**src/rtl/seq_num_alloc_pkg.sv**
```systemverilog
// Shared sequence-number helpers for the allocator and the squash-unit age logic.
// Numbers are carried in a wide container and reduced modulo 2^nbits, so one
// set of helpers serves every window width.
package SeqNumPkg;

  localparam int unsigned c_seq_num_bits_dflt = 5;
  localparam int unsigned c_seq_wide_bits     = 16;

  typedef logic [c_seq_num_bits_dflt-1:0] seq_num_t;
  typedef logic [c_seq_wide_bits-1:0]     seq_wide_t;

  // Distance of a from base, modulo 2^nbits
  function automatic seq_wide_t seq_offset(input seq_wide_t a, input seq_wide_t base,
                                           input int unsigned nbits);
    seq_wide_t mask;
    mask = (seq_wide_t'(1) << nbits) - seq_wide_t'(1);
    return (a - base) & mask;
  endfunction

  // True when a was allocated before b, measured from the window head
  function automatic logic is_older(input seq_wide_t a, input seq_wide_t b,
                                    input seq_wide_t head, input int unsigned nbits);
    return seq_offset(a, head, nbits) < seq_offset(b, head, nbits);
  endfunction

endpackage

```
**src/rtl/seq_num_alloc_if.sv**
```systemverilog
// Decode/commit/squash bundle of the sequence-number allocator.
// master = client side (decode, commit path, squash grant); slave = allocator.
interface seq_num_alloc_if
  import SeqNumPkg::*;
#(
  parameter int unsigned p_seq_num_bits = c_seq_num_bits_dflt
);
  logic                      alloc_val;
  logic                      alloc_rdy;
  logic [p_seq_num_bits-1:0] alloc_seq_num;
  logic                      commit_val;
  logic [p_seq_num_bits-1:0] commit_seq_num;
  logic                      squash_val;
  logic [p_seq_num_bits-1:0] squash_seq_num;
  logic [p_seq_num_bits-1:0] head_seq_num;
  logic [p_seq_num_bits:0]   num_in_flight;
  logic                      empty;
  logic                      full;

  modport master (
    output alloc_val, commit_val, commit_seq_num, squash_val, squash_seq_num,
    input  alloc_rdy, alloc_seq_num, head_seq_num, num_in_flight, empty, full
  );

  modport slave (
    input  alloc_val, commit_val, commit_seq_num, squash_val, squash_seq_num,
    output alloc_rdy, alloc_seq_num, head_seq_num, num_in_flight, empty, full
  );
endinterface

```
**src/rtl/seq_window_ptr.sv**
```systemverilog
// Wrap-bit window pointer: holds its value, increments, or loads a new value.
// A load takes priority over an increment.
module seq_window_ptr #(
  parameter int unsigned p_width = 6
) (
  input  logic               clk,
  input  logic               rst,
  input  logic               inc,
  input  logic               load,
  input  logic [p_width-1:0] load_val,
  output logic [p_width-1:0] ptr
);
  logic [p_width-1:0] ptr_d;
  logic [p_width-1:0] ptr_q;

  // Next pointer value: load beats increment, otherwise hold
  always_comb begin
    ptr_d = ptr_q;
    if (load) begin
      ptr_d = load_val;
    end else if (inc) begin
      ptr_d = ptr_q + p_width'(1);
    end
  end

  // Pointer register, cleared by synchronous reset
  always_ff @(posedge clk) begin
    if (rst) begin
      ptr_q <= '0;
    end else begin
      ptr_q <= ptr_d;
    end
  end

  assign ptr = ptr_q;
endmodule

```
**src/rtl/seq_num_alloc.sv**
```systemverilog
// Sequence-number allocator and in-flight window controller.
// Head/tail carry one extra wrap bit so a full window is distinguishable from
// an empty one. Optional macro SEQ_NUM_ALLOC_CHECK_EN adds simulation-only
// protocol checks and a detailed trace string; datapath behaviour is unchanged.
module seq_num_alloc
  import SeqNumPkg::*;
#(
  parameter int unsigned p_seq_num_bits = 5
) (
  input  logic           clk,
  input  logic           rst,
  seq_num_alloc_if.slave bus
);
  localparam int unsigned c_ptr_bits = p_seq_num_bits + 1;
  localparam logic [c_ptr_bits-1:0] c_capacity = {1'b1, {p_seq_num_bits{1'b0}}};

  logic [c_ptr_bits-1:0]     head_ptr;
  logic [c_ptr_bits-1:0]     tail_ptr;
  logic [c_ptr_bits-1:0]     occupancy;
  logic [c_ptr_bits-1:0]     tail_load_val;
  logic [p_seq_num_bits-1:0] head_seq;
  logic [p_seq_num_bits-1:0] squash_dist;
  logic                      full_w;
  logic                      empty_w;
  logic                      alloc_fire;
  logic                      commit_ok;
  logic                      squash_ok;

  // Window occupancy and status derived purely from the registered pointers
  always_comb begin
    occupancy = tail_ptr - head_ptr;
    head_seq  = head_ptr[p_seq_num_bits-1:0];
    full_w    = (occupancy == c_capacity);
    empty_w   = (occupancy == '0);
  end

  // Qualify alloc, commit and squash against the pre-edge window; a squash
  // rewinds the tail to just past the surviving instruction
  always_comb begin
    alloc_fire    = bus.alloc_val && !full_w && !bus.squash_val;
    commit_ok     = bus.commit_val && !empty_w && (bus.commit_seq_num == head_seq);
    squash_dist   = p_seq_num_bits'(seq_offset(seq_wide_t'(bus.squash_seq_num),
                                               seq_wide_t'(head_seq), p_seq_num_bits));
    squash_ok     = bus.squash_val && ({1'b0, squash_dist} < occupancy);
    tail_load_val = head_ptr + {1'b0, squash_dist} + c_ptr_bits'(1);
  end

  seq_window_ptr #(.p_width(c_ptr_bits)) u_head_ptr (
    .clk      (clk),
    .rst      (rst),
    .inc      (commit_ok),
    .load     (1'b0),
    .load_val ('0),
    .ptr      (head_ptr)
  );

  seq_window_ptr #(.p_width(c_ptr_bits)) u_tail_ptr (
    .clk      (clk),
    .rst      (rst),
    .inc      (alloc_fire),
    .load     (squash_ok),
    .load_val (tail_load_val),
    .ptr      (tail_ptr)
  );

  assign bus.alloc_rdy     = !full_w && !bus.squash_val;
  assign bus.alloc_seq_num = tail_ptr[p_seq_num_bits-1:0];
  assign bus.head_seq_num  = head_seq;
  assign bus.num_in_flight = occupancy;
  assign bus.empty         = empty_w;
  assign bus.full          = full_w;

`ifdef SEQ_NUM_ALLOC_CHECK_EN
  logic [31:0] cycle_cnt_d;
  logic [31:0] cycle_cnt_q;

  // Free-running cycle count used to timestamp protocol reports
  always_comb begin
    cycle_cnt_d = cycle_cnt_q + 32'd1;
  end

  // Cycle counter register
  always_ff @(posedge clk) begin
    if (rst) begin
      cycle_cnt_q <= '0;
    end else begin
      cycle_cnt_q <= cycle_cnt_d;
    end
  end

  // Report requests the allocator silently drops
  always_ff @(posedge clk) begin
    if (!rst) begin
      if (bus.commit_val && empty_w) begin
        $error("seq_num_alloc cycle %0d: commit %0d while empty",
               cycle_cnt_q, bus.commit_seq_num);
      end else if (bus.commit_val && (bus.commit_seq_num != head_seq)) begin
        $error("seq_num_alloc cycle %0d: commit %0d but head is %0d",
               cycle_cnt_q, bus.commit_seq_num, head_seq);
      end
      if (bus.squash_val && !squash_ok) begin
        $error("seq_num_alloc cycle %0d: squash %0d outside window head %0d count %0d",
               cycle_cnt_q, bus.squash_seq_num, head_seq, occupancy);
      end
      if (bus.alloc_val && !bus.alloc_rdy) begin
        $error("seq_num_alloc cycle %0d: alloc dropped, seq %0d not ready",
               cycle_cnt_q, bus.alloc_seq_num);
      end
    end
  end

  function automatic string trace(input int level);
    if (level > 0) begin
      return $sformatf("%0d:%0d:%0d", head_ptr, tail_ptr, occupancy);
    end
    return $sformatf("%0d", occupancy);
  endfunction
`else
  function automatic string trace(input int level);
    return (level > 0) ? $sformatf("%0d", occupancy) : $sformatf("%0d", occupancy);
  endfunction
`endif

endmodule

```
**src/flat_wrapper.sv**
```systemverilog
// flat-port wrapper written by rule: the top's interface ports become plain ports
module seq_num_alloc_flat import SeqNumPkg::*;
#(
  parameter int unsigned p_seq_num_bits = 5
)
  (clk, rst, bus_alloc_val, bus_commit_val, bus_commit_seq_num, bus_squash_val, bus_squash_seq_num, bus_alloc_rdy, bus_alloc_seq_num, bus_head_seq_num, bus_num_in_flight, bus_empty, bus_full);
  seq_num_alloc_if #(.p_seq_num_bits(p_seq_num_bits)) bus_i ();
  input  logic clk;
  input  logic rst;
  input wire logic [$bits(bus_i.alloc_val)-1:0] bus_alloc_val;
  input wire logic [$bits(bus_i.commit_val)-1:0] bus_commit_val;
  input wire logic [$bits(bus_i.commit_seq_num)-1:0] bus_commit_seq_num;
  input wire logic [$bits(bus_i.squash_val)-1:0] bus_squash_val;
  input wire logic [$bits(bus_i.squash_seq_num)-1:0] bus_squash_seq_num;
  output wire logic [$bits(bus_i.alloc_rdy)-1:0] bus_alloc_rdy;
  output wire logic [$bits(bus_i.alloc_seq_num)-1:0] bus_alloc_seq_num;
  output wire logic [$bits(bus_i.head_seq_num)-1:0] bus_head_seq_num;
  output wire logic [$bits(bus_i.num_in_flight)-1:0] bus_num_in_flight;
  output wire logic [$bits(bus_i.empty)-1:0] bus_empty;
  output wire logic [$bits(bus_i.full)-1:0] bus_full;
  assign bus_i.alloc_val = bus_alloc_val;
  assign bus_i.commit_val = bus_commit_val;
  assign bus_i.commit_seq_num = bus_commit_seq_num;
  assign bus_i.squash_val = bus_squash_val;
  assign bus_i.squash_seq_num = bus_squash_seq_num;
  assign bus_alloc_rdy = bus_i.alloc_rdy;
  assign bus_alloc_seq_num = bus_i.alloc_seq_num;
  assign bus_head_seq_num = bus_i.head_seq_num;
  assign bus_num_in_flight = bus_i.num_in_flight;
  assign bus_empty = bus_i.empty;
  assign bus_full = bus_i.full;
  seq_num_alloc #(.p_seq_num_bits(p_seq_num_bits)) u_core (.clk(clk), .rst(rst), .bus(bus_i));
endmodule
```
**config.mk**
```make
export PLATFORM = sky130hd
export DESIGN_NAME = seq_num_alloc_flat
export DESIGN_NICKNAME = d
export VERILOG_FILES = /design/src/rtl/seq_num_alloc_pkg.sv /design/src/rtl/seq_num_alloc_if.sv /design/src/rtl/seq_window_ptr.sv /design/src/rtl/seq_num_alloc.sv /design/src/flat_wrapper.sv
export SDC_FILE = /design/constraint.sdc
export NUM_CORES = 1
export LEC_CHECK = 0
export ABC_AREA = 1
export CAP_MARGIN = 25
export CELL_PAD_IN_SITES_DETAIL_PLACEMENT = 1
export CELL_PAD_IN_SITES_GLOBAL_PLACEMENT = 1
export CORE_MARGIN = 3
export CORE_UTILIZATION = 36
export DETAILED_ROUTE_END_ITERATION = 10
export PLACE_DENSITY_LB_ADDON = 0.12
export SETUP_SLACK_MARGIN = 0.3
export SLEW_MARGIN = 10
export SYNTH_ARGS = -nofsm -noshare
export SYNTH_HDL_FRONTEND = slang
export SYNTH_SLANG_ARGS = --single-unit
```
**constraint.sdc**
```tcl
create_clock -name clk -period 2.8 [get_ports clk]
set_input_delay 0.42 -clock clk [delete_from_list [all_inputs] [get_ports clk]]
set_output_delay 0.42 -clock clk [all_outputs]
set_load 0.005 [all_outputs]
```
==> flow_summary.yaml, run 1 <==
detailed_routing:
  routed_wirelength_um: 6530
  drt_iter0_markers: 59
  avgRoutedWirePerCell_um: 18.9
  avgViaCountPerCell: 5.13
  wl_met3_um: 218
  route.detailed.drc: 0
  wl_met1_um: 2630
  dr.pass1.iters: 4
  met2RoutedLength_um: 3410
  top_layer_used: "met4"
  vias: 1775
  drtAntennaViolNets: 0
synthesis:
  syn_inst: 225
  yosysTopAreaCellShare_pct: 16.3
  yosysTopAreaCell: "ha_1"
  synth_adder_area_share_pct: 20.2
  synth_compound_area_share_pct: 7.90
  yosys_register_bits: 12
  synth.area.mux_share_pct: 0
  post_synth_num_cell_types: 27
  synth_top_family_by_area: "simple AND/OR/NAND/NOR gates"
  synth.area.top_cells: "ha_1 16%, dfxtp_1 16%, nand2_1 11%"
  synth-simple-area-share_pct: 31.1
  seq_area_frac_synth_pct: 15.6
  syn-cell-area_mm2: 0.00154
  syn-num-nets: 263
  yosys_warnings: 0
  avgSynthCellArea_um2: 6.83
  synth_xor_area_share_pct: 10.3
worst_setup_path:
  cp-endpoint: "u_core.u_tail_ptr.ptr[5]"
  crit_required_ps: 2990
  crit_fanout: 4
  crit_arrival_ps: 3010
  startpoint: "bus_squash_seq_num[2]"
  crit_path_start_kind: "input port"
  rrSetupSlack_ps: 60
  endpoint_kind: "flip-flop"
  critical_path_class: "in2reg"
  r2r-end: "u_core.u_tail_ptr.ptr[0]"
  ff2ff_path_depth: 19
  r2r_start: "u_core.u_tail_ptr.ptr[0]"
cts:
  htreeDepth: 1
  cts_tree: "done"
  cts-root-buf: "clkbuf_8"
  cts.sinks: 12
  cts_max_path_buffers: 2
  insertion_delay_ps: 240
  cts_made_buffers: 3
  clkTransAtPathRegs_ps: 60
floorplan:
  core_mm2: 0.00406
  dieArea_mm2: 0.00509
  start_util_pct: 37.9
  core.rowCount: 23
  die_x_um: 71.3
  die_y_um: 71.3
  ioPinCount: 34
pwr:
  power_mw: 2.18
  ir_worst_vdd_mv: 0.315
  power.density_mw_per_mm2: 867
  p_leak_nw: 1.19
status:
  violations: "setup timing"
  status: "finished, violations left"
global_route:
  grt_usage_pct: 23.8
  grt_pass1_wl_um: 9470
  antenna_found_initial: 0
  first_global_vias: 1922
  grt_max_degree: 10
  grt-ovfl-total: 0
sta:
  slew_viol_final: 0
  hold_violations: 0
  fin_ws_ps: -21.1
  worst_pin_slew_ps: 825
  fmax_mhz: 354
  rsz0062_at_grt: "yes"
  timing.final.crit_share_pct: 101
  min_period_ps: 2820
  slew_headroom_pct: 44.5
  finClkSkew_ps: 5.64
  setup_viol: 2
placed_design:
  port_buffers: 33
  gp_congestion: 0.827
  dp_hpwl_um: 3920
hold_path:
  hold_path_class: "reg2reg"
  hold_start: "u_core.u_tail_ptr.ptr[5]"
run:
  maxCapViolCount: 0
finish:
  nets: 335
  antenna_cells: 0
  area_delta_synth_final_pct: 63.8
  utilization_pct: 62.0
  drive_above_1_share_pct: 36.1
-- repair_timing --
item,in CTS,in global routing
pin swaps,28,16
buffers inserted,15,3
hold buffers,0,0
hold endpoints to repair,0,0
gates cloned,2,0
resized for setup,53,31
endpoints found under the setup margin,12,18
-- cell usage after synthesis, drive strengths merged --
library cell  count
nand4             5
buf              11
nor4              2
a31oi             1
ha               20
xor2              9
xnor2             9
nand3b            1
nand2            51
inv              37
nor2             12
nor3              3
or2               4
a21oi            13
nand3            22
o21ai            10
fa                3
dfxtp            12
-- worst min path at each step --
stage,to,cells past startpoint
final,u_core.u_tail_ptr.ptr[5],2
after global routing,u_core.u_tail_ptr.ptr[5],2
after CTS,u_core.u_tail_ptr.ptr[5],2
after detailed placement,u_core.u_tail_ptr.ptr[5],2
after global placement,u_core.u_tail_ptr.ptr[5],2
after floorplan,u_core.u_head_ptr.ptr[4],1
-- cells by family after synthesis --
family / Yosys count
and+or+nand+nor: 100
buffers and inverters: 48
AOI/OAI and AO/OA: 24
adders and majority gates: 23
xor gates and xnor gates: 18
DFF: 12
-- layout make-up --
| type | count | area, µm² |
|---|---|---|
| inverter | 37 | 144 |
| sequential | 12 | 246 |
| clock buffer | 4 | 55.1 |
| multi-input combinational | 167 | 1330 |
| fill | 485 | 1540 |
| tap | 50 | 62.6 |
| timing repair buffer | 76 | 679 |
-- routing by layer --
metal	vias up	track usage [%]
met5	-	0
met4	0	8.35
met3	19	3.23
met2	51	42.7
met1	850	28.8
li1	855	-
-- registers in the layout, indices dropped and copies added, names as in the netlist --
name / count
u_core.u_tail_ptr.ptr: 6
u_core.u_head_ptr.ptr: 6
-- layout by cell type (no fill, tap or decap), types with 2 or more instances in the layout --
| cell | instances |
|---|---|
| nor4_1 | 2 |
| o21ai_1 | 5 |
| fa_2 | 3 |
| xor2_1 | 6 |
| clkbuf_8 | 4 |
| nand2_8 | 3 |
| a21oi_1 | 12 |
| buf_2 | 2 |
| buf_6 | 8 |
| nor2_2 | 2 |
| clkdlybuf4s50_1 | 27 |
| inv_1 | 29 |
| ha_1 | 13 |
| xnor2_1 | 9 |
| buf_4 | 35 |
| nand2_2 | 8 |
| nor3_1 | 2 |
| o21ai_0 | 4 |
| nor2_1 | 10 |
| nand3_1 | 14 |
| nand2_1 | 38 |
| ha_4 | 6 |
| or2_2 | 3 |
| dfxtp_1 | 9 |
| nand3_2 | 7 |
| nand2_4 | 4 |
| nand4_1 | 5 |
| dfxtp_2 | 2 |
| inv_2 | 7 |
| xor2_2 | 2 |
-- stage by stage --
step | cell area, µm² | setup slack, ps | TNS (ps) | hold slack [ps] | std cells
2_1_floorplan | 1540 | 324 | 0 | 489 | 225
3_3_place_gp | 2040 | -234 | -1290 | 520 | 322
3_5_place_dp | 2040 | -308 | -1670 | 526 | 322
4_1_cts | 2410 | 86.6 | 0 | 533 | 343
5_1_grt | 2520 | -99.8 | -538 | 573 | 346
6_report | 2520 | -21.1 | -38.3 | 539 | 346
-- where the power goes --
| part | internal (mW) | switching (mW) |
|---|---|---|
| Sequential | 0.203 | 0.0369 |
| Combinational | 0.866 | 0.878 |
| Clock | 0.124 | 0.0746 |
-- worst max-delay path, stage by stage --
cell             delay [ps]
clkdlybuf4s50_1         400
ha_1                    350
a21oi_1                 210
nand2_1                 110
xor2_1                  150
buf_4                   150
ha_1                    330
nand2_1                  80
inv_1                   100
nand4_1                  90
nand3_1                 100
xor2_1                  180
nand3_2                 110
nand3_2                  90
nand2_1                  50
nor2_1                   80
(Power assumes the default switching activity.)
==> inputs of run 2 (changes only) <==
PLACE_DENSITY = 0.92   (was not set)
PLACE_DENSITY_LB_ADDON = not set   (was 0.12)
==> run 2 against run 1 <==
The run still ends with setup timing left. Design area grew 5.3%. Non-clock buffer count shrank 4. Clock skew shrank 2.2 ps. Count of clock-buffer cells in the layout is the same. Clock power is essentially flat. Combinational power grew 4%. Setup slack gained 4.2 ps. Power grew 3.2%.
==> flow_summary.yaml, run 2 (synthesis results as in run 1) <==
finish:
  nFillCells: 473
  finalInstanceArea_mm2: 0.00265
  layout_commonest_cell: "nand2_1"
  layout_common_cells: "37 x nand2_1, 32 x buf_4, 25 x clkdlybuf4s50_1, 24 x inv_1, 16 x nand3_1"
  nets: 330
  finalNonFillerCells: 341
  antenna_cells: 0
  area_delta_synth_final_pct: 72.5
  utilization_pct: 65.3
  drive_above_1_share_pct: 45.4
worst_setup_path:
  crit_fanout: 8
  critical_path_class: "reg2reg"
  crit_arrival_ps: 2960
  endpoint_kind: "flip-flop"
  crit_path_start_kind: "flip-flop"
  crit_required_ps: 2940
  crit_path_cell_trace: "buf_6 -> ha_4 -> inv_4 -> fa_2 -> xor2_4 -> ha_1 -> nand2_1 -> nand2_1 -> nand2_1 -> nand2_1 -> nand2_1 -> nand2_2 -> nand2_4 -> nand2_8 -> nand2_1 -> o21ai_0 -> nor2_1 -> nor2_1"
  slowest_delay_ps: 400
  slowest_stage: "fa_2"
  cpMostUsedCell: "nand2_1"
placed_design:
  port_buffers: 33
  dpl-instance-area_mm2: 0.00199
  dp_cells: 315
  pre_cts_ws_ps: -303
  gp_congestion: 0.870
  dp_hpwl_um: 4000
detailed_routing:
  route.detailed.drc: 0
  avgViaCountPerCell: 5.73
  routed_wirelength_um: 8390
  wl_met1_um: 3210
  avgRoutedWirePerCell_um: 24.6
  drtAntennaViolNets: 0
  top_layer_used: "met4"
  met2RoutedLength_um: 4220
  drt_iter0_markers: 124
  wl_met3_um: 465
  vias: 1955
  dr.pass1.iters: 4
cts:
  cts_hold_buf: 0
  clkTransAtPathRegs_ps: 60
  htreeDepth: 1
  cts_tree: "done"
  cts_made_buffers: 3
  cts-root-buf: "clkbuf_8"
  insertion_delay_ps: 250
  cts.sinks: 12
  cts_max_path_buffers: 2
pwr:
  swShare_pct: 48.6
  power.internal_mw: 1.16
  power_mw: 2.25
  ir_worst_vdd_mv: 0.388
  power_frac_comb_pct: 80.4
  power_switching_mw: 1.09
  power_frac_clock_pct: 9.0
  p_seq_share_pct: 10.7
  p_leak_nw: 1.20
  power.density_mw_per_mm2: 850
global_route:
  grt_usage_pct: 27.3
  grt_max_degree: 10
  grt_pass1_wl_um: 10600
  first_global_vias: 2006
  grt-ovfl-total: 0
  antenna_found_initial: 0
floorplan:
  core_mm2: 0.00406
  core.rowCount: 23
  dieArea_mm2: 0.00509
  ioPinCount: 34
  start_util_pct: 37.9
  die_x_um: 71.3
  die_y_um: 71.3
sta:
  setup_viol: 1
  fin_ws_ps: -16.8
  slew_headroom_pct: 49.3
  worst_pin_slew_ps: 755
  timing.final.crit_share_pct: 101
  hold_violations: 0
  finClkSkew_ps: 3.40
  fin_tns_setup_ps: -16.8
  worst_hold_slack_ps: 570
  rsz0062_at_grt: "yes"
  min_period_ps: 2820
  fmax_mhz: 355
  slew_viol_final: 0
status:
  violations: "setup timing"
  status: "finished, violations left"
hold_path:
  hold_path_class: "reg2reg"
run:
  maxCapViolCount: 0
-- run 2: power groups by stage --
stage | registers (mW) | logic, mW | clock network [mW]
after floorplan | 0.240 | 0.640 | 0
after global placement | 0.232 | 1.07 | 0
after detailed placement | 0.232 | 1.15 | 0
after CTS | 0.235 | 1.44 | 0.201
after global routing | 0.241 | 1.90 | 0.213
final | 0.240 | 1.81 | 0.202
-- run 2: repair_timing --
action                                 in CTS  in global routing
setup endpoints to repair                  12                 18
resized for setup                          66                 60
cloned                                      0                  1
buffers inserted                            9                 12
endpoints found under the hold margin       0                  0
pin swaps                                  22                 25
-- run 2: worst paths after layout --
kind,startpoint,endpoint,slack (ps),cells after the start
worst max-delay path,u_core.u_head_ptr.ptr[0],u_core.u_tail_ptr.ptr[1],-20,18
worst min-delay path,u_core.u_tail_ptr.ptr[5],u_core.u_tail_ptr.ptr[5],570,2
worst max register to register,u_core.u_head_ptr.ptr[0],u_core.u_tail_ptr.ptr[1],-20,18
worst min register to register,u_core.u_tail_ptr.ptr[5],u_core.u_tail_ptr.ptr[5],570,2
-- run 2: worst max-delay path: cells and delay by family, from the launching register on --
kind	cells	cell delay (ps)
simple gates	11	1000
fa+ha+maj	3	810
xor+xnor	1	260
buf+inv	2	140
compound gates	1	130
flops	1	370
-- run 2: layout make-up --
| type | instances | area (µm²) | share of cell area, % |
|---|---|---|---|
| clock buffer | 4 | 55.1 | 2.08 |
| sequential | 12 | 253 | 9.54 |
| tap | 50 | 62.6 | 2.36 |
| timing repair buffer | 72 | 659 | 24.9 |
| multi-input combinational | 166 | 1470 | 55.6 |
| inverter | 37 | 146 | 5.52 |
-- run 2: layer usage --
| layer | GRT usage (%) | up-vias |
|---|---|---|
| li1 | - | 848 |
| met3 | 5.05 | 41 |
| met1 | 30.8 | 965 |
| met4 | 12.7 | 0 |
| met2 | 49.2 | 101 |
| met5 | 0 | - |
==> inputs of run 3 (changes only) <==
MAX_ROUTING_LAYER = met4   (was not set)
==> run 3 against run 2 <==
The flow still finishes with violations (setup timing). Count of clock-buffer cells in the layout unchanged. Clock power about the same. Via count decreased by 1.1%. Largest power group unchanged. Highest routed layer unchanged.
==> flow_summary.yaml, run 3 (synthesis results as in run 1) <==
status:
  status: "finished, violations left"
  violations: "setup timing"
sta:
  slew_headroom_pct: 49.1
  fmax_mhz: 339
  min_period_ps: 2950
  rsz0062_at_grt: "yes"
  timing.final.crit_share_pct: 105
  hold_violations: 0
  worst_pin_slew_ps: 758
  slew_viol_final: 0
  setup_viol: 1
  finClkSkew_ps: 1.18
  worst_hold_slack_ps: 574
  fin_ws_ps: -153
pwr:
  power_frac_clock_pct: 8.9
  power_switching_mw: 1.12
  power_frac_comb_pct: 80.6
  power.density_mw_per_mm2: 858
  p_seq_share_pct: 10.5
  power.internal_mw: 1.15
  p_leak_nw: 1.20
  swShare_pct: 49.2
  power_mw: 2.27
  ir_worst_vdd_mv: 0.398
floorplan:
  ioPinCount: 34
  die_y_um: 71.3
  die_x_um: 71.3
  dieArea_mm2: 0.00509
  core.rowCount: 23
  core_mm2: 0.00406
  start_util_pct: 37.9
worst_setup_path:
  crit_fanout: 5
  slowest_stage: "fa_2"
  crit_path_start_kind: "flip-flop"
  startpoint: "u_core.u_head_ptr.ptr[0]"
  crit_required_ps: 2970
  r2r_start: "u_core.u_head_ptr.ptr[0]"
  crit_path_cell_trace: "buf_6 -> ha_4 -> inv_4 -> fa_2 -> xor2_4 -> ha_1 -> nand2_1 -> nand2_1 -> nand2_1 -> nand2_1 -> nand2_1 -> nand2_2 -> nand2_4 -> buf_12 -> nand3_1 -> nand3_1 -> nand2_1 -> nor2_1"
  critical_path_class: "reg2reg"
  slowest_delay_ps: 410
  crit_arrival_ps: 3130
  cpMostUsedCell: "nand2_1"
  endpoint_kind: "flip-flop"
hold_path:
  hold_start: "u_core.u_head_ptr.ptr[5]"
  hold_path_class: "reg2reg"
cts:
  cts_max_path_buffers: 2
  cts-root-buf: "clkbuf_8"
  cts_made_buffers: 3
  htreeDepth: 1
  insertion_delay_ps: 250
  clkTransAtPathRegs_ps: 60
  cts_hold_buf: 0
  cts.sinks: 12
  cts_tree: "done"
detailed_routing:
  drt_iter0_markers: 111
  drtAntennaViolNets: 0
  avgRoutedWirePerCell_um: 25.4
  routed_wirelength_um: 8670
  avgViaCountPerCell: 5.67
  route.detailed.drc: 0
  vias: 1934
  dr.pass1.iters: 4
run:
  maxCapViolCount: 0
finish:
  area_delta_synth_final_pct: 72.2
  layout_commonest_cell: "nand2_1"
  layout_common_cells: "37 x nand2_1, 32 x buf_4, 25 x clkdlybuf4s50_1, 24 x inv_1, 16 x nand3_1"
  drive_above_1_share_pct: 45.0
  antenna_cells: 0
  utilization_pct: 65.2
  nets: 330
global_route:
  grt_usage_pct: 28.1
  grt_pass1_wl_um: 10600
  antenna_found_initial: 0
  grt-ovfl-total: 0
  grt_max_degree: 10
  first_global_vias: 1994
placed_design:
  dp_hpwl_um: 4000
  port_buffers: 33
  gp_congestion: 0.884
==> run 3: changes by cell type in the layout (fill, tap and decap cells not counted) <==
cell,previous run,this run
o21ai_1,1,2
o21ai_2,5,4
==> run 3: routing by layer <==
layer / wire length [µm] / track usage [%] / part of all wire (%)
met1: 3400 / 30.7 / 39
met2: 4370 / 49.3 / 50
met3: 408 / 5.05 / 4.7
met4: 488 / 12.7 / 5.6
met5: 0 / - / 0
==> run 3: worst max-delay path: cells and delay by family, from the launching register on <==
kind | cells | cell delay (ps)
adders and majority gates | 3 | 820
xor gates and xnor gates | 1 | 250
DFF | 1 | 370
buffers and inverters | 3 | 260
and+or+nand+nor | 11 | 1170
==> run 3: final cells by class <==
| cell class | count | area (µm²) |
|---|---|---|
| Timing Repair Buffer | 72 | 659 |
| Fill cell | 476 | 1410 |
| Clock buffer | 4 | 55.1 |
| Inverter | 37 | 146 |
| Sequential cell | 12 | 253 |
| Tap cell | 50 | 62.6 |
| Multi-Input combinational cell | 166 | 1470 |
==> run 3: repair_timing <==
item                                    4_1_cts  5_1_grt
gates resized for setup                      66       59
setup buffers                                 9       12
endpoints found under the setup margin       12       18
cloned                                        0        1
pin swaps                                    22       25
==> run 3: final timing paths <==
path / end / slack, ps / depth (start not counted)
setup / recovery: u_core.u_tail_ptr.ptr[5] / -150 / 18
hold / removal: u_core.u_head_ptr.ptr[5] / 570 / 2
setup reg to reg: u_core.u_tail_ptr.ptr[5] / -150 / 18
hold reg to reg: u_core.u_head_ptr.ptr[5] / 570 / 2
==> run 3: through the flow <==
| stage | setup WS (ps) | TNS [ps] | instances | area [µm²] |
|---|---|---|---|---|
| 6_report | -153 | -153 | 341 | 2650 |
| 5_1_grt | -267 | -762 | 341 | 2650 |
| 4_1_cts | 156 | 0 | 328 | 2340 |
| 3_5_place_dp | -303 | -1590 | 315 | 1990 |
| 3_3_place_gp | -165 | -875 | 315 | 1990 |
| 2_1_floorplan | 324 | 0 | 225 | 1540 |
==> run 3: power by group through the flow <==
stage / Combinational, mW / Clock, mW / Sequential (mW)
after detailed placement: 1.15 / 0 / 0.232
final: 1.83 / 0.202 / 0.238
after global routing: 1.93 / 0.212 / 0.240
after global placement: 1.07 / 0 / 0.232
after floorplan: 0.640 / 0 / 0.240
after CTS: 1.44 / 0.201 / 0.235
